===== src/rtl/axil_pkg.sv =====
// Shared AXI4-Lite definitions used by the channel stages.
package axil_pkg;

  localparam logic [1:0] RESP_OKAY   = 2'b00;
  localparam logic [1:0] RESP_EXOKAY = 2'b01;
  localparam logic [1:0] RESP_SLVERR = 2'b10;
  localparam logic [1:0] RESP_DECERR = 2'b11;

  typedef enum logic {
    IDLE   = 1'b0,
    WAIT_R = 1'b1
  } r_state_t;

  // SLVERR and DECERR both carry bit 1 set.
  function automatic logic resp_is_err(input logic [1:0] resp);
    return resp[1];
  endfunction

endpackage


===== src/rtl/axil_tmo_counter.sv =====
// Clearable, enabled wait counter with a terminal-count flag for response timeouts.
module axil_tmo_counter #(
  parameter int unsigned TIMEOUT_CYC = 256,
  parameter int unsigned CNT_W       = 9
) (
  input  logic i_clk,
  input  logic i_reset,
  input  logic i_clear,
  input  logic i_enable,
  output logic o_terminal
);

  localparam bit              TMO_EN   = (TIMEOUT_CYC != 0);
  localparam logic [CNT_W-1:0] TERM_VAL = TMO_EN ? CNT_W'(TIMEOUT_CYC - 1) : '0;

  logic [CNT_W-1:0] r_count;

  always_ff @(posedge i_clk) begin
    if (!i_reset) begin
      r_count <= '0;
    end else if (i_clear) begin
      r_count <= '0;
    end else if (i_enable) begin
      r_count <= r_count + 1'b1;
    end
  end

  // A zero timeout never reaches terminal count, so the wait is unbounded.
  assign o_terminal = TMO_EN && (r_count == TERM_VAL);

endmodule


===== src/rtl/r_channel.sv =====
// AXI4-Lite read-data channel stage: arms on AR completion, captures one beat,
// reports done/err/timeout pulses and a sticky stray-beat flag.
module r_channel
  import axil_pkg::*;
#(
  parameter int unsigned DATA_W      = 32,
  parameter int unsigned TIMEOUT_CYC = 256,
  parameter int unsigned CNT_W       = 9
) (
  input  logic              i_clk,
  input  logic              i_reset,
  input  logic              i_arm,
  input  logic [DATA_W-1:0] i_rdata,
  input  logic [1:0]        i_rresp,
  input  logic              i_rvalid,
  output logic              o_rready,
  output logic [DATA_W-1:0] o_data,
  output logic [1:0]        o_resp,
  output logic              o_done,
  output logic              o_err,
  output logic              o_timeout,
  output logic              o_busy,
  output logic              o_stray
);

  r_state_t r_state;
  r_state_t w_state_next;

  logic              r_arm_q;
  logic [DATA_W-1:0] r_data;
  logic [1:0]        r_resp;
  logic              r_done;
  logic              r_err;
  logic              r_timeout;
  logic              r_stray;

  logic w_start;
  logic w_busy;
  logic w_handshake;
  logic w_capture;
  logic w_tmo_fire;
  logic w_cnt_clear;
  logic w_cnt_en;
  logic w_terminal;

  assign w_start     = i_arm & ~r_arm_q;
  assign w_busy      = (r_state == WAIT_R);
  assign w_handshake = i_rvalid & w_busy;

  axil_tmo_counter #(
    .TIMEOUT_CYC (TIMEOUT_CYC),
    .CNT_W       (CNT_W)
  ) u_tmo (
    .i_clk      (i_clk),
    .i_reset    (i_reset),
    .i_clear    (w_cnt_clear),
    .i_enable   (w_cnt_en),
    .o_terminal (w_terminal)
  );

  always_ff @(posedge i_clk) begin
    if (!i_reset) begin
      r_state <= IDLE;
    end else begin
      r_state <= w_state_next;
    end
  end

  // A beat arriving on the terminal cycle still completes; handshake has priority.
  always_comb begin
    w_state_next = r_state;
    w_capture    = 1'b0;
    w_tmo_fire   = 1'b0;
    w_cnt_clear  = 1'b0;
    w_cnt_en     = 1'b0;
    case (r_state)
      IDLE: begin
        if (w_start) begin
          w_state_next = WAIT_R;
          w_cnt_clear  = 1'b1;
        end
      end
      WAIT_R: begin
        if (w_handshake) begin
          w_capture    = 1'b1;
          w_state_next = IDLE;
        end else if (w_terminal) begin
          w_tmo_fire   = 1'b1;
          w_state_next = IDLE;
        end else begin
          w_cnt_en = 1'b1;
        end
      end
      default: w_state_next = IDLE;
    endcase
  end

  always_ff @(posedge i_clk) begin
    if (!i_reset) begin
      r_arm_q   <= 1'b0;
      r_data    <= '0;
      r_resp    <= RESP_OKAY;
      r_done    <= 1'b0;
      r_err     <= 1'b0;
      r_timeout <= 1'b0;
      r_stray   <= 1'b0;
    end else begin
      r_arm_q   <= i_arm;
      r_done    <= w_capture;
      r_err     <= w_capture & resp_is_err(i_rresp);
      r_timeout <= w_tmo_fire;
      if (w_capture) begin
        r_data <= i_rdata;
        r_resp <= i_rresp;
      end
      // Data is kept across a timeout so the last good capture stays visible.
      if (i_rvalid && !w_busy) begin
        r_stray <= 1'b1;
      end
    end
  end

  assign o_rready  = w_busy;
  assign o_busy    = w_busy;
  assign o_data    = r_data;
  assign o_resp    = r_resp;
  assign o_done    = r_done;
  assign o_err     = r_err;
  assign o_timeout = r_timeout;
  assign o_stray   = r_stray;

endmodule


===== config.mk =====
export PLATFORM = sky130hd
export DESIGN_NAME = r_channel
export DESIGN_NICKNAME = d
export VERILOG_FILES = /design/src/rtl/axil_pkg.sv /design/src/rtl/axil_tmo_counter.sv /design/src/rtl/r_channel.sv
export SDC_FILE = /design/constraint.sdc
export NUM_CORES = 1
export LEC_CHECK = 0
export CAP_MARGIN = 20
export CORE_ASPECT_RATIO = 1.2
export CORE_MARGIN = 5
export CORE_UTILIZATION = 38
export DETAILED_ROUTE_END_ITERATION = 16
export GPL_TIMING_DRIVEN = 0
export MAX_ROUTING_LAYER = met4
export PLACE_DENSITY = 0.76
export SYNTH_ARGS = -nofsm -noshare
export SYNTH_HDL_FRONTEND = slang
export SYNTH_SLANG_ARGS = --single-unit

===== constraint.sdc =====
create_clock -name i_clk -period 1.9 [get_ports i_clk]
set_clock_uncertainty 0.1 [all_clocks]
set_input_delay 0.285 -clock i_clk [delete_from_list [all_inputs] [get_ports i_clk]]
set_output_delay 0.285 -clock i_clk [all_outputs]
set_load 0.01 [all_outputs]

# --- Word level (Yosys, flattened, before mapping) ---
# Index checks and enable logic that the tools add are counted.
totals:
  ff_bits: 49
  latch_bits: 0
  ram_bits: 0
  mem_bits_ro: 0
  input_bits: 38
  out_inout_bits: 40
  n_memories: 0
classes:
  n_addsub: 1
  mul: 0
  div: 0
  magnitude_cmp: 0
  n_eq_ne: 1
  shifts: 0
  n_mux: 9
  bitwise: 6
  n_reduce_logical: 4
ops:
  columns: ["op", "count"]
  rows:
  - ["9-bit by 1-bit adder with 9-bit output, second input constant", 1]
  - ["9-bit by 8-bit equality test with 1-bit output, second input constant", 1]
  - ["1-bit 2-to-1 mux", 8]
  - ["1-bit bitwise AND", 3]
  - ["1-bit NOT", 3]
  - ["3-bit OR reduction", 1]
  - ["1-bit one-hot mux with 2 select lines", 1]
  - ["2-bit OR reduction", 1]
  - ["1-bit logical AND", 1]
  - ["1-bit zero test", 1]

# --- Logic depth before layout (Yosys ltp) ---
# Gate-level depths: netlist (run 1).
logic_depth:
  word_depth: 5
  mapped_depth: 8

# --- Modules after synthesis ---
# A second synthesis (run 1) with hierarchy kept.
hier_totals:
  hier_cells: 218
  hier_area_um2: 1920.6
by_module_without_submodules:
  columns: ["mod", "n_inst", "cells_per_inst", "area_per_inst_um2", "seq_area_each_um2"]
  rows:
  - ["r_channel", 1, 173, 1517.7, 800.8]
  - ["axil_tmo_counter", 1, 45, 402.9, 180.2]

# --- Least setup slack after synthesis (run 1) ---
# No wires, ideal clock.
synth_path:
  kind: "register to register"
  start: "reg u_tmo.r_count[0]"
  end: "reg u_tmo.r_count[3]"
  t_arrival_ns: 1.866
  required_ns: 1.728
  path_slack_ns: -0.138
  stages_incl_launch_ff: 9
  n_path_buf: 1
  synth_period_minus_slack_ns: 2.038
  path_cell_list: "dfxtp_1 ha_1 nand3_1 nor2_1 ha_1 or3b_1 buf_2 or3_1 a21oi_1"
synth_between:
  elab_chain_cells: 4
  word_cells_on_any_way: 5
synth_lines:
  columns: ["element", "line", "source"]
  rows:
  - ["from (decl)", "axil_tmo_counter.sv:16", "logic [CNT_W-1:0] r_count;"]
  - ["from (signal assigned)", "axil_tmo_counter.sv:24", "r_count <= r_count + 1'b1;"]
  - ["9-bit by 8-bit equality test with 1-bit output", "axil_tmo_counter.sv:29", "assign o_terminal = TMO_EN && (r_count == TERM_VAL);"]
  - ["named net u_tmo.o_terminal", "axil_tmo_counter.sv:10", "output logic o_terminal"]
  - ["1-bit 2-to-1 mux", "r_channel.sv:87", "end else if (w_terminal) begin"]
  - ["1-bit 2-to-1 mux", "r_channel.sv:84", "if (w_handshake) begin"]
  - ["1-bit 2-to-1 mux", "r_channel.sv:76", "case (r_state)"]
# The timed path passes the listed nets, and every way through them passes these cells.
# A chain may end at the register's enable or synchronous reset.

# --- Final worst setup path (run 1) ---
layout_path:
  start: "reg u_tmo.r_count[0]"
  end: "reg u_tmo.r_count[5]"
# Same word-level chain as after synthesis.

==> results of run 1 <==
power by group:
group / leakage (nW) / internal [mW] / switching (mW)
Clock: 0.0443 / 0.289 / 0.314
Sequential: 0.399 / 1.06 / 0.0179
Combinational: 0.539 / 0.159 / 0.0979
Total: 0.983 / 1.50 / 0.430
critical path: stages, from the launching register on:
cell and delay [ps]:
dfxtp_4 370, ha_4 160, nand3_2 70, nor2_2 50, ha_2 170, or3b_4 400, or4_1 510, a21oi_1 130
worst min path at each step:
| stage | endpoint | slack, ps | cells past startpoint |
|---|---|---|---|
| 2_1_floorplan | o_err | 310 | 1 |
| 3_3_place_gp | o_data[26] | 350 | 2 |
| 3_5_place_dp | o_data[11] | 360 | 2 |
| 4_1_cts | o_data[3] | 370 | 2 |
| 5_1_grt | o_data[30] | 390 | 2 |
| 6_report | o_resp[1] | 360 | 2 |
metal layers:
layer	up-vias	part of all wire, %	wire length [µm]
met1	790	43	1983
met4	0	1.7	77
met5	-	0	0
li1	884	-	-
met3	9	7.4	342
met2	56	48	2243
sequential cells by signal, summed over array words and instances, names as in the netlist:
register / count
o_data: 32
o_timeout: 1
r_arm_q: 1
o_stray: 1
u_tmo.r_count: 9
o_err: 1
o_resp: 2
o_busy: 1
o_done: 1
what timing repair did:
item | in CTS | in global routing
gates resized for setup | 7 | 6
endpoints found under the hold margin | 0 | 0
pin swaps | 3 | 1
setup endpoints to repair | 9 | 12
buffers inserted | 5 | 1
final cells by class:
class | instances | area (µm²) | share of cell area [%]
buffer | 13 | 66.31 | 2.295
clock buffer | 7 | 86.33 | 2.988
inverter | 3 | 11.26 | 0.3898
multi-input combinational | 149 | 842.1 | 29.15
sequential | 49 | 987.2 | 34.17
tap | 58 | 72.57 | 2.512
timing repair buffer | 83 | 823.3 | 28.50
stage by stage:
step	cells	setup TNS, ps	util, %	setup slack (ps)	cell area (µm²)
finish	362	-450.2	61.97	-109.3	2889
global route	362	-943.6	61.97	-174.1	2889
CTS	361	-369.4	61.54	-96.79	2869
detailed placement	349	-9084	58.53	-316.7	2729
global placement	349	-8262	58.53	-261.4	2729
floorplan	214	-10.75	-	-10.75	1886
cells by family after synthesis:
group,after synthesis
AND/OR/NAND/NOR,96
AO/OA/AOI/OAI,50
flip-flops,49
buffers and inverters,16
adder cells (fa/ha/maj),2
XOR/XNOR,1
cells in the mapped netlist:
master    instances
nand2_1          74
nor2b_1           1
or4_1             3
o21ai_0           2
a21boi_0         35
nor2_1            3
or3_1             2
and2_1            3
inv_1             3
and3_1            1
o21a_1            1
or4b_1            1
a211oi_1          1
nand3_1           3
ha_1              2
buf_4             1
a21oi_1           7
nand4_1           1
and4b_1           1
xnor2_1           1
buf_2             1
clkbuf_1         11
or3b_2            1
or3b_1            1
o31ai_1           4
dfxtp_1          49
nor3b_1           1
==> flow_summary.yaml, run 1 <==
global_routing:
  grt_busiest_layer: "met2"
  grt.total_usage_pct: 15.48
  grt_pass1_vias: 1671
  grt_pass1_wl_um: 7569
  overflow: 0
  met3_usage_pct: 4.756
  use_met1_pct: 18.23
  grt.met2_usage_pct: 25.00
  grt_start_max_net_pins: 14
  antenna_found_initial: 0
logic_synthesis:
  syn_inst: 214
  ys_seq_area_share_pct: 52.90
  syn-num-nets: 254
  yosys_warnings: 0
  synthAdderAreaFrac_pct: 1.350
  yosysTopAreaCell: "dfxtp_1"
  synthMuxAreaShare_pct: 0
  synthesis.area_um2: 1854
  synth_compound_area_share_pct: 19.03
  synth_top_area_share_pct: 52.90
  synth.top_cells.by_area: "dfxtp_1 (53%), nand2_1 (15%), a21boi_0 (14%)"
  synth_top_family_by_area: "simple AND/OR/NAND/NOR gates"
  synth.avg_cell_area_um2: 8.665
  synth_xor_area_share_pct: 0.4723
  synth_simple_gate_area_share_pct: 22.74
  ys_ff_latch: 49
  yosysUniqueCellTypes: 27
floorplan:
  rows: 27
  coreArea_um2: 4662
  die_w_um: 73.77
  die-height_um: 86.52
  initial_core_util_pct: 39.77
  die_area_um2: 6383
  io_pins: 78
timing:
  setup_viol: 7
  rsz0062_at_grt: "true"
  finalWorstSetupSlack_ps: -109.3
  period_needed_ps: 2009
  drv_slew: 0
  fin_hold_ws_ps: 364.9
  relSlewSlack_pct: 70.12
  fmax_ghz: 0.4977
  fin_crit_sh_pct: 105.8
  tightest_slew_ps: 448.2
  final_hold_viol_count: 0
routing:
  drc_errors: 0
  wl_per_cell_um: 12.84
  drt_first_pass_iters: 4
  drt_iter0_markers: 98
  ant_nets: 0
  vias: 1739
  via_per_inst: 4.804
  drt-total-wl_um: 4648
worst_setup_path:
  endpoint_kind: "flop"
  crit_fanout: 5
  timing.rr.end: "u_tmo.r_count[5]"
  start_kind: "flop"
  crit_start: "u_tmo.r_count[0]"
  rr_startpoint: "u_tmo.r_count[0]"
  cp-endpoint: "u_tmo.r_count[5]"
  regToRegSetupSlack_ps: -110
  worstSetupPathType: "reg -> reg"
  reg2reg_depth: 7
  cp.arrival_ps: 2140
  crit_required_ps: 2030
clock_tree:
  hold_buffers: 0
  clock_path_buffers: 2
  cts_tree: "built"
  cts_inserted_buffers: 5
  clk_latency_ps: 290
  root_buffer: "clkbuf_8"
  cts.sinks: 49
  path_clk_slew_ps: 90
  htree_levels: 2
placed_design:
  gp_congestion: 0.7080
  io_buffers: 77
  hpwlAfterDp_um: 3420
worst_hold_path:
  hp-class: "reg -> reg"
  min-delay-start: "o_resp[1]"
status:
  failed_checks: "setup timing"
  outcome: "complete, but fails checks"
flow_run:
  cap_violations: 0
final_layout:
  final_common_cell: "clkdlybuf4s50_1"
  drive_gt1_share_pct: 9.211
  fillCellCount: 424
  final_cell_mix: "clkdlybuf4s50_1 (77), nand2_1 (74), dfxtp_1 (46)"
  nets: 344
  area_growth_syn_to_layout_pct: 55.80
  antenna_cells: 0
pwr:
  power_leakage_nw: 0.9825
  power_density_nw_per_um2: 669.4
  irDropWorstVdd_mv: 0.3862
  p_total_mw: 1.934
(Power assumes the default switching activity.)
==> run 2: changes to the inputs <==
--- a/config.mk
+++ b/config.mk
@@ -16,3 +16,4 @@
 export SYNTH_ARGS = -nofsm -noshare
 export SYNTH_HDL_FRONTEND = slang
 export SYNTH_SLANG_ARGS = --single-unit
+export TNS_END_PERCENT = 20
==> flow_summary.yaml, run 2 (synthesized netlist as in run 1, its figures left out) <==
final_layout:
  antenna_cells: 0
  fillCellCount: 405
  final_common_cell: "clkdlybuf4s50_1"
  multi_input_comb_area_um2: 865.8
  utilization_pct: 62.64
  fin_cells: 363
  final_cell_mix: "clkdlybuf4s50_1 (77), nand2_1 (74), dfxtp_1 (46)"
  drive_gt1_share_pct: 10.82
  nets: 344
  regArea_um2: 984.7
  area_growth_syn_to_layout_pct: 57.49
  largest_register_ff_count: 32
routing:
  drt-total-wl_um: 4567
  drt_iter0_markers: 87
  via_per_inst: 4.691
  ant_nets: 0
  vias: 1703
  drc_errors: 0
  wl_per_cell_um: 12.58
  drt_first_pass_iters: 4
worst_hold_path:
  hp-class: "reg -> reg"
worst_setup_path:
  crit_fanout: 6
  cp.arrival_ps: 2150
  start_kind: "flop"
  endpoint_kind: "flop"
  regToRegSetupSlack_ps: -120
  crit_required_ps: 2030
  worstSetupPathType: "reg -> reg"
pwr:
  p_switching_uw: 459.7
  power_leakage_nw: 0.9863
  clkPwrFrac_pct: 35.8
  seqPwrFrac_pct: 51.9
  pwr-share-comb_pct: 12.3
  power_switching_share_pct: 22.23
  irDropWorstVdd_mv: 0.5342
  power_density_nw_per_um2: 708.1
  p_total_mw: 2.068
  p_int_mw: 1.608
floorplan:
  initial_core_util_pct: 39.77
  die_w_um: 73.77
  io_pins: 78
  rows: 27
  die_area_um2: 6383
  die-height_um: 86.52
  coreArea_um2: 4662
flow_run:
  cap_violations: 0
clock_tree:
  hold_buffers: 0
  clock_path_buffers: 2
  cts.sinks: 49
  htree_levels: 2
  root_buffer: "clkbuf_8"
  cts_tree: "built"
  path_clk_slew_ps: 90
  clk_latency_ps: 300
  cts_inserted_buffers: 5
timing:
  final_hold_viol_count: 0
  setup_viol: 6
  relSlewSlack_pct: 70.84
  fin_crit_sh_pct: 106.2
  tightest_slew_ps: 437.4
  rsz0062_at_grt: "true"
  period_needed_ps: 2018
  fmax_ghz: 0.4956
  drv_slew: 0
  finalWorstSetupSlack_ps: -117.9
placed_design:
  placedCellCount: 349
  hpwlAfterDp_um: 3274
  gp_congestion: 0.7764
  io_buffers: 77
global_routing:
  overflow: 0
  grt_start_max_net_pins: 16
  grt.total_usage_pct: 15.14
  grt_pass1_wl_um: 7355
  grt_pass1_vias: 1694
  antenna_found_initial: 0
status:
  failed_checks: "setup timing"
  outcome: "complete, but fails checks"
-- run 2: changes by cell type in the layout (fill, tap and decap cells not counted), sizes merged --
cell	change
bufinv	+1
clkbuf	-1
clkinv	+1
-- run 2: cell type report --
class                           count  area share, %
Sequential cell                    49          33.72
Multi-Input combinational cell    149          29.65
Timing Repair Buffer               83          27.85
Clock buffer                        6          2.485
Tap cell                           58          2.485
Buffer                             13          2.099
Clock inverter                      2          1.328
Inverter                            3         0.3856
-- run 2: power by group through the flow --
| stage | registers (mW) | clock network, mW | logic [mW] |
|---|---|---|---|
| floorplan | 1.11 | 0 | 0.0777 |
| CTS | 1.07 | 0.760 | 0.254 |
| global route | 1.08 | 0.809 | 0.278 |
| global placement | 1.10 | 0 | 0.248 |
| finish | 1.07 | 0.740 | 0.254 |
| detailed placement | 1.10 | 0 | 0.251 |
-- run 2: path summary, 6_finish.rpt --
check / depth (start not counted) / from / end
max: 7 / u_tmo.r_count[1] / u_tmo.r_count[7]
min: 2 / o_data[20] / o_data[20]
max reg2reg: 7 / u_tmo.r_count[1] / u_tmo.r_count[7]
min reg2reg: 2 / o_data[20] / o_data[20]
-- run 2: routing by layer --
metal,vias to the layer above,share of wire (%),global-route usage [%]
met1,761,42,16.52
met2,52,50,25.89
met4,0,0.92,3.954
li1,885,-,-
met5,-,0,-
met3,5,7.3,5.336
-- run 2: worst max-delay path, cell delays in order (launching register included) --
cell     delay (ps)
dfxtp_2         350
ha_4            160
nand3_2          70
nor2_2           40
ha_2            170
or3b_4          410
or4_4           530
a21oi_2         120
-- run 2: per-stage QoR --
stage | worst slack, ps | TNS, ps | hold WS, ps | cell area (µm²)
global placement | -247.7 | -7978 | 349.0 | 2711
floorplan | -57.61 | -275.3 | 306.7 | 1868
finish | -117.9 | -451.7 | 362.9 | 2920
CTS | -147.1 | -538.2 | 367.6 | 2863
global route | -169.2 | -2703 | 385.9 | 2920
detailed placement | -275.3 | -7992 | 355.9 | 2711
-- run 2: timing repair --
item / 4_1_cts / 5_1_grt
gates cloned: 0 / 1
endpoints found under the hold margin: 0 / 0
resized for setup: 4 / 13
endpoints found under the setup margin: 6 / 40
pin swaps: 9 / 10
buffers inserted: 3 / 2
